===== config.mk =====
export PLATFORM = sky130hd
export DESIGN_NAME = egg_timer_ctrl
export DESIGN_NICKNAME = d
export VERILOG_FILES = /design/src/rtl/egg_timer_pkg.sv /design/src/rtl/sync_edge.sv /design/src/rtl/egg_timer_ctrl.sv
export SDC_FILE = /design/constraint.sdc
export NUM_CORES = 1
export LEC_CHECK = 0
export BUFFER_PORTS_ARGS = -buffer_cell sky130_fd_sc_hd__buf_2
export CELL_PAD_IN_SITES_DETAIL_PLACEMENT = 0
export CELL_PAD_IN_SITES_GLOBAL_PLACEMENT = 1
export CORE_MARGIN = 10
export CORE_UTILIZATION = 34
export DETAILED_ROUTE_END_ITERATION = 6
export PLACE_DENSITY_LB_ADDON = 0.2
export SKIP_CTS_REPAIR_TIMING = 1
export SLEW_MARGIN = 20
export SYNTH_ARGS = -nofsm -noshare
export SYNTH_HDL_FRONTEND = slang
export SYNTH_HIERARCHICAL = 1
export SYNTH_SLANG_ARGS = --single-unit

===== constraint.sdc =====
create_clock -name CLK100Mhz -period 6.54 [get_ports CLK100Mhz]
set_clock_uncertainty 0.1 [all_clocks]
set_input_delay 0.981 -clock CLK100Mhz [delete_from_list [all_inputs] [get_ports CLK100Mhz]]
set_output_delay 0.981 -clock CLK100Mhz [all_outputs]
set_load 0.01 [all_outputs]

===== src/rtl/egg_timer_pkg.sv =====
// Shared definitions for the egg timer: FSM encoding, BCD digit width,
// display limits and the MM:SS time record.
package egg_timer_pkg;

  localparam int DIGIT_W = 4;
  localparam int MAX_MIN = 99;
  localparam int MAX_SEC = 59;

  localparam logic [1:0] ST_IDLE  = 2'd0;
  localparam logic [1:0] ST_RUN   = 2'd1;
  localparam logic [1:0] ST_PAUSE = 2'd2;
  localparam logic [1:0] ST_ALARM = 2'd3;

  typedef struct packed {
    logic [DIGIT_W-1:0] min_tens;
    logic [DIGIT_W-1:0] min_ones;
    logic [DIGIT_W-1:0] sec_tens;
    logic [DIGIT_W-1:0] sec_ones;
  } bcd_time_t;

  localparam bcd_time_t TIME_ZERO = bcd_time_t'(16'h0000);

endpackage


===== src/rtl/sync_edge.sv =====
// Multi-flop synchronizer for one asynchronous input followed by a
// rising-edge detector that yields a single-cycle strobe.
module sync_edge #(
  parameter int SYNC_STAGES = 2
) (
  input  logic clk,
  input  logic rst_n,
  input  logic async_in,
  output logic level,
  output logic strobe
);

  logic [SYNC_STAGES-1:0] sync_r;
  logic                   prev_r;

  // Shift the input through the synchronizer and remember the previous synchronized level
  always_ff @(posedge clk or negedge rst_n) begin
    if (!rst_n) begin
      sync_r <= {SYNC_STAGES{1'b0}};
      prev_r <= 1'b0;
    end else begin
      sync_r <= {sync_r[SYNC_STAGES-2:0], async_in};
      prev_r <= sync_r[SYNC_STAGES-1];
    end
  end

  assign level  = sync_r[SYNC_STAGES-1];
  assign strobe = sync_r[SYNC_STAGES-1] & ~prev_r;

endmodule


===== src/rtl/egg_timer_ctrl.sv =====
// Egg timer controller: preset entry, BCD countdown, pause and a timed
// alarm phase, all clocked from the single system clock.
module egg_timer_ctrl
  import egg_timer_pkg::*;
#(
  parameter int SYNC_STAGES   = 2,
  parameter int ALARM_SECONDS = 30
) (
  input  logic         CLK100Mhz,
  input  logic         reset_n,
  input  logic         pulse_1Hz,
  input  logic         pulse_500Hz,
  input  logic         btn_start,
  input  logic         btn_stop,
  input  logic         btn_min,
  input  logic         btn_sec,
  output logic [3:0]   min_tens,
  output logic [3:0]   min_ones,
  output logic [3:0]   sec_tens,
  output logic [3:0]   sec_ones,
  output logic         running,
  output logic         alarm,
  output logic         buzzer
);

  logic tick, start_s, stop_s, min_s, sec_s, tone_s;
  logic tick_lvl_s, start_lvl_s, stop_lvl_s, min_lvl_s, sec_lvl_s, tone_strobe_s;
  logic unused_s;

  logic [1:0]  state_r, state_nx_s;
  bcd_time_t   preset_r, preset_nx_s;
  bcd_time_t   count_r, count_nx_s;
  bcd_time_t   disp_r, disp_nx_s;
  logic [15:0] alarm_cnt_r, alarm_cnt_nx_s;
  logic        running_r, alarm_r, buzzer_r;

  sync_edge #(.SYNC_STAGES(SYNC_STAGES)) u_sync_tick  (.clk(CLK100Mhz), .rst_n(reset_n), .async_in(pulse_1Hz),   .level(tick_lvl_s),  .strobe(tick));
  sync_edge #(.SYNC_STAGES(SYNC_STAGES)) u_sync_tone  (.clk(CLK100Mhz), .rst_n(reset_n), .async_in(pulse_500Hz), .level(tone_s),      .strobe(tone_strobe_s));
  sync_edge #(.SYNC_STAGES(SYNC_STAGES)) u_sync_start (.clk(CLK100Mhz), .rst_n(reset_n), .async_in(btn_start),   .level(start_lvl_s), .strobe(start_s));
  sync_edge #(.SYNC_STAGES(SYNC_STAGES)) u_sync_stop  (.clk(CLK100Mhz), .rst_n(reset_n), .async_in(btn_stop),    .level(stop_lvl_s),  .strobe(stop_s));
  sync_edge #(.SYNC_STAGES(SYNC_STAGES)) u_sync_min   (.clk(CLK100Mhz), .rst_n(reset_n), .async_in(btn_min),     .level(min_lvl_s),   .strobe(min_s));
  sync_edge #(.SYNC_STAGES(SYNC_STAGES)) u_sync_sec   (.clk(CLK100Mhz), .rst_n(reset_n), .async_in(btn_sec),     .level(sec_lvl_s),   .strobe(sec_s));

  assign unused_s = ^{tick_lvl_s, start_lvl_s, stop_lvl_s, min_lvl_s, sec_lvl_s, tone_strobe_s};

  function automatic bcd_time_t inc_minutes(input bcd_time_t t);
    bcd_time_t r;
    r = t;
    if (t.min_tens == 4'(MAX_MIN / 10) && t.min_ones == 4'(MAX_MIN % 10)) begin
      r.min_tens = 4'd0;
      r.min_ones = 4'd0;
    end else if (t.min_ones == 4'd9) begin
      r.min_ones = 4'd0;
      r.min_tens = t.min_tens + 4'd1;
    end else begin
      r.min_ones = t.min_ones + 4'd1;
    end
    return r;
  endfunction

  // Seconds wrap on their own; the minutes field is never touched here
  function automatic bcd_time_t inc_seconds(input bcd_time_t t);
    bcd_time_t r;
    r = t;
    if (t.sec_tens == 4'(MAX_SEC / 10) && t.sec_ones == 4'(MAX_SEC % 10)) begin
      r.sec_tens = 4'd0;
      r.sec_ones = 4'd0;
    end else if (t.sec_ones == 4'd9) begin
      r.sec_ones = 4'd0;
      r.sec_tens = t.sec_tens + 4'd1;
    end else begin
      r.sec_ones = t.sec_ones + 4'd1;
    end
    return r;
  endfunction

  // Caller guarantees t is nonzero, so the minute borrow never underflows
  function automatic bcd_time_t dec_time(input bcd_time_t t);
    bcd_time_t r;
    r = t;
    if (t.sec_ones != 4'd0) begin
      r.sec_ones = t.sec_ones - 4'd1;
    end else if (t.sec_tens != 4'd0) begin
      r.sec_tens = t.sec_tens - 4'd1;
      r.sec_ones = 4'd9;
    end else begin
      r.sec_tens = 4'(MAX_SEC / 10);
      r.sec_ones = 4'(MAX_SEC % 10);
      if (t.min_ones != 4'd0) begin
        r.min_ones = t.min_ones - 4'd1;
      end else begin
        r.min_ones = 4'd9;
        r.min_tens = t.min_tens - 4'd1;
      end
    end
    return r;
  endfunction

  // Next-state, preset/count update and alarm-phase timing
  always_comb begin
    state_nx_s     = state_r;
    preset_nx_s    = preset_r;
    count_nx_s     = count_r;
    alarm_cnt_nx_s = alarm_cnt_r;
    case (state_r)
      ST_IDLE: begin
        preset_nx_s = min_s ? inc_minutes(preset_r) : preset_r;
        preset_nx_s = sec_s ? inc_seconds(preset_nx_s) : preset_nx_s;
        if (start_s && !stop_s && (preset_r != TIME_ZERO)) begin
          count_nx_s = preset_r;
          state_nx_s = ST_RUN;
        end else begin
          state_nx_s = ST_IDLE;
        end
      end
      ST_RUN: begin
        if (stop_s) begin
          state_nx_s = ST_PAUSE;
        end else if (count_r == TIME_ZERO) begin
          state_nx_s     = ST_ALARM;
          alarm_cnt_nx_s = 16'd0;
        end else if (tick) begin
          count_nx_s = dec_time(count_r);
        end else begin
          state_nx_s = ST_RUN;
        end
      end
      ST_PAUSE: begin
        if (stop_s) begin
          state_nx_s = ST_IDLE;
        end else if (start_s) begin
          state_nx_s = ST_RUN;
        end else begin
          state_nx_s = ST_PAUSE;
        end
      end
      ST_ALARM: begin
        if (start_s || stop_s) begin
          state_nx_s = ST_IDLE;
        end else if (tick) begin
          if (alarm_cnt_r == 16'(ALARM_SECONDS - 1)) begin
            state_nx_s     = ST_IDLE;
            alarm_cnt_nx_s = 16'd0;
          end else begin
            alarm_cnt_nx_s = alarm_cnt_r + 16'd1;
          end
        end else begin
          state_nx_s = ST_ALARM;
        end
      end
      default: begin
        state_nx_s = ST_IDLE;
      end
    endcase
  end

  // Display source follows the state being entered so outputs track it in the same edge
  always_comb begin
    disp_nx_s = TIME_ZERO;
    case (state_nx_s)
      ST_IDLE:  disp_nx_s = preset_nx_s;
      ST_RUN:   disp_nx_s = count_nx_s;
      ST_PAUSE: disp_nx_s = count_nx_s;
      ST_ALARM: disp_nx_s = TIME_ZERO;
      default:  disp_nx_s = TIME_ZERO;
    endcase
  end

  // State, time registers and registered outputs
  always_ff @(posedge CLK100Mhz or negedge reset_n) begin
    if (!reset_n) begin
      state_r     <= ST_IDLE;
      preset_r    <= TIME_ZERO;
      count_r     <= TIME_ZERO;
      alarm_cnt_r <= 16'd0;
      disp_r      <= TIME_ZERO;
      running_r   <= 1'b0;
      alarm_r     <= 1'b0;
      buzzer_r    <= 1'b0;
    end else begin
      state_r     <= state_nx_s;
      preset_r    <= preset_nx_s;
      count_r     <= count_nx_s;
      alarm_cnt_r <= alarm_cnt_nx_s;
      disp_r      <= disp_nx_s;
      running_r   <= (state_nx_s == ST_RUN);
      alarm_r     <= (state_nx_s == ST_ALARM);
      buzzer_r    <= (state_nx_s == ST_ALARM) & tone_s;
    end
  end

  assign min_tens = disp_r.min_tens;
  assign min_ones = disp_r.min_ones;
  assign sec_tens = disp_r.sec_tens;
  assign sec_ones = disp_r.sec_ones;
  assign running  = running_r;
  assign alarm    = alarm_r;
  assign buzzer   = buzzer_r;

endmodule


==> results.ini <==
[run_status]
status=finished, final reports clean

[global_routing]
grt_pass1_vias=3819
grt_max_degree=49
overflow=0
antenna_found_initial=0
grt_usage_pct=13.1
grt_pass1_wl_um=20700

[timing]
setup_viol=0
fin_crit_sh_pct=59.4
fmaxAchievable_mhz=258
rsz0062_at_grt=no
hold_viol_final=0
tightest_slew_ns=0.979
maxSlewViolCount=0
max_slew_margin_pct=34.6
min_period_ns=3.88
setup_ws_ns=2.66
setup-tns-final_ns=0

[die]
dieArea_um2=19000
core_um2=13800
die_width_um=138
initial_core_util_pct=34.4
ioPinCount=27
num_rows=43
die_h_um=138

[placed_design]
portBuffers=26
gp_congestion=0.910
dp_hpwl_um=8960
post-place-ws_ns=2.68

[layout]
layout-drive-gt1-share_pct=15.1
fin_nets=514
area_growth_pct=12.0
antenna_cells=0

[route]
vias_per_cell=5.55
vias=3714
wl_per_cell_um=18.5
wl_um=12400
antenna_left=0
route.detailed.drc=0
drt_iter0_drc=301
firstDrtPassIters=4

[power]
total_power_uw=2180
pwr-share-seq_pct=36.7
swShare_pct=41.4
p_sw_uw=903
leakage_uw=0.00230
internal_power_uw=1280
pwr-share-comb_pct=40.9
clock_power_share_pct=22.4
p_per_area_nw_per_um2=412
ir_drop_v=0.000173

[worst_hold_path]
hold_start=u_sync_min/sync_r[0]
hp-class=reg2reg
hold_depth=0
hold_end=u_sync_min/sync_r[1]

[clock_network]
cts_buffers=9
cts-root-buf=clkbuf_16
cts_sinks=86
clkSlewWorstSetupHoldPaths_ns=0.06
insertion_delay_ns=0.35
cts_max_path_buffers=2
cts_tree=done
htreeDepth=3

[synthesis]
yosysWarnings=6
synth_nets=496
synth.cell_area_um2=4730
syn_inst=466
syn_avg_cell_area_um2=10.2

[critical_path]
required_ns=6.73
r2r-start=state_r[1]
worstSetupStartpoint=state_r[1]
rrSetupSlack_ns=2.66
path_class=reg2reg
rr_endpoint=sec_ones[2]
worstPathMaxFanout=17
crit_path_end_kind=flop
cp-start-kind=flop
cp.arrival_ns=4.07
reg2regPathDepth=7

[run]
cap_violations=0

[sequential cells by signal, indices dropped and copies added, names as in the netlist, 4 cells and up]
register / cells
alarm_cnt_r: 16
count_r: 16
preset_r: 16
min_ones: 4
min_tens: 4
sec_ones: 4
sec_tens: 4
[routing by layer]
metal  share of wire (%)  wire length, um  GRT usage [%]  vias to the layer above
met1                  47             5820           17.4                     1837
met4                 1.5              190           4.38                        0
li1                    -                -              -                     1784
met3                 4.4              540           3.05                       14
met2                  47             5830           20.5                       79
met5                   0                0              0                        -
[layout by cell type (no fill, tap or decap), types with 13 or more instances in the layout]
master    n
dfrtp_1  86
o31ai_1  28
o21ai_0  22
buf_2    25
a22o_1   13
nor2_1   30
nand2_1  33
a21oi_1  13
ha_1     22
inv_1    24
nand3_1  14
[power groups by stage]
stage	clock, uW	sequential [uW]	combinational (uW)
floorplan	0	778	625
global placement	0	806	892
detailed placement	0	806	895
CTS	503	798	899
global route	524	819	1000
finish	490	801	893
[per-stage QoR]
stage	util [%]	cells	hold slack, ns	area (um2)
after detailed placement	36.4	653	0.235	5020
final	38.5	669	0.247	5300
after CTS	38.5	669	0.249	5300
after global routing	38.5	669	0.255	5300
after global placement	36.4	653	0.234	5020
after floorplan	-	466	0.231	4730
[worst max-delay path by stage]
| stage | endpoint | slack [ns] | depth (start not counted) |
|---|---|---|---|
| after floorplan | sec_ones[1] | 3.73 | 12 |
| after global placement | sec_ones[2] | 2.69 | 7 |
| after detailed placement | sec_ones[2] | 2.68 | 7 |
| after CTS | sec_ones[2] | 2.66 | 7 |
| after global routing | sec_ones[2] | 2.39 | 7 |
| final | sec_ones[2] | 2.66 | 7 |
[worst max-delay path, cell delays in order (launching register included)]
cell and delay (ns):
dfrtp_1 0.61, nor4b_4 0.78, nand2b_1 0.46, o31a_1 0.22, ha_1 0.45, nor2b_1 0.87
o211ai_1 0.20, nand2_1 0.11
[layout make-up]
type / instances / area, um2
multi-input cells: 334 / 2390
fillers: 1412 / 8470
clock buffers: 11 / 253
well taps: 180 / 225
inverters: 24 / 90.1
clock inverters: 5 / 33.8
repair buffers: 29 / 155
flip-flops and latches: 86 / 2150
Power figures use the tool's default switching activity.
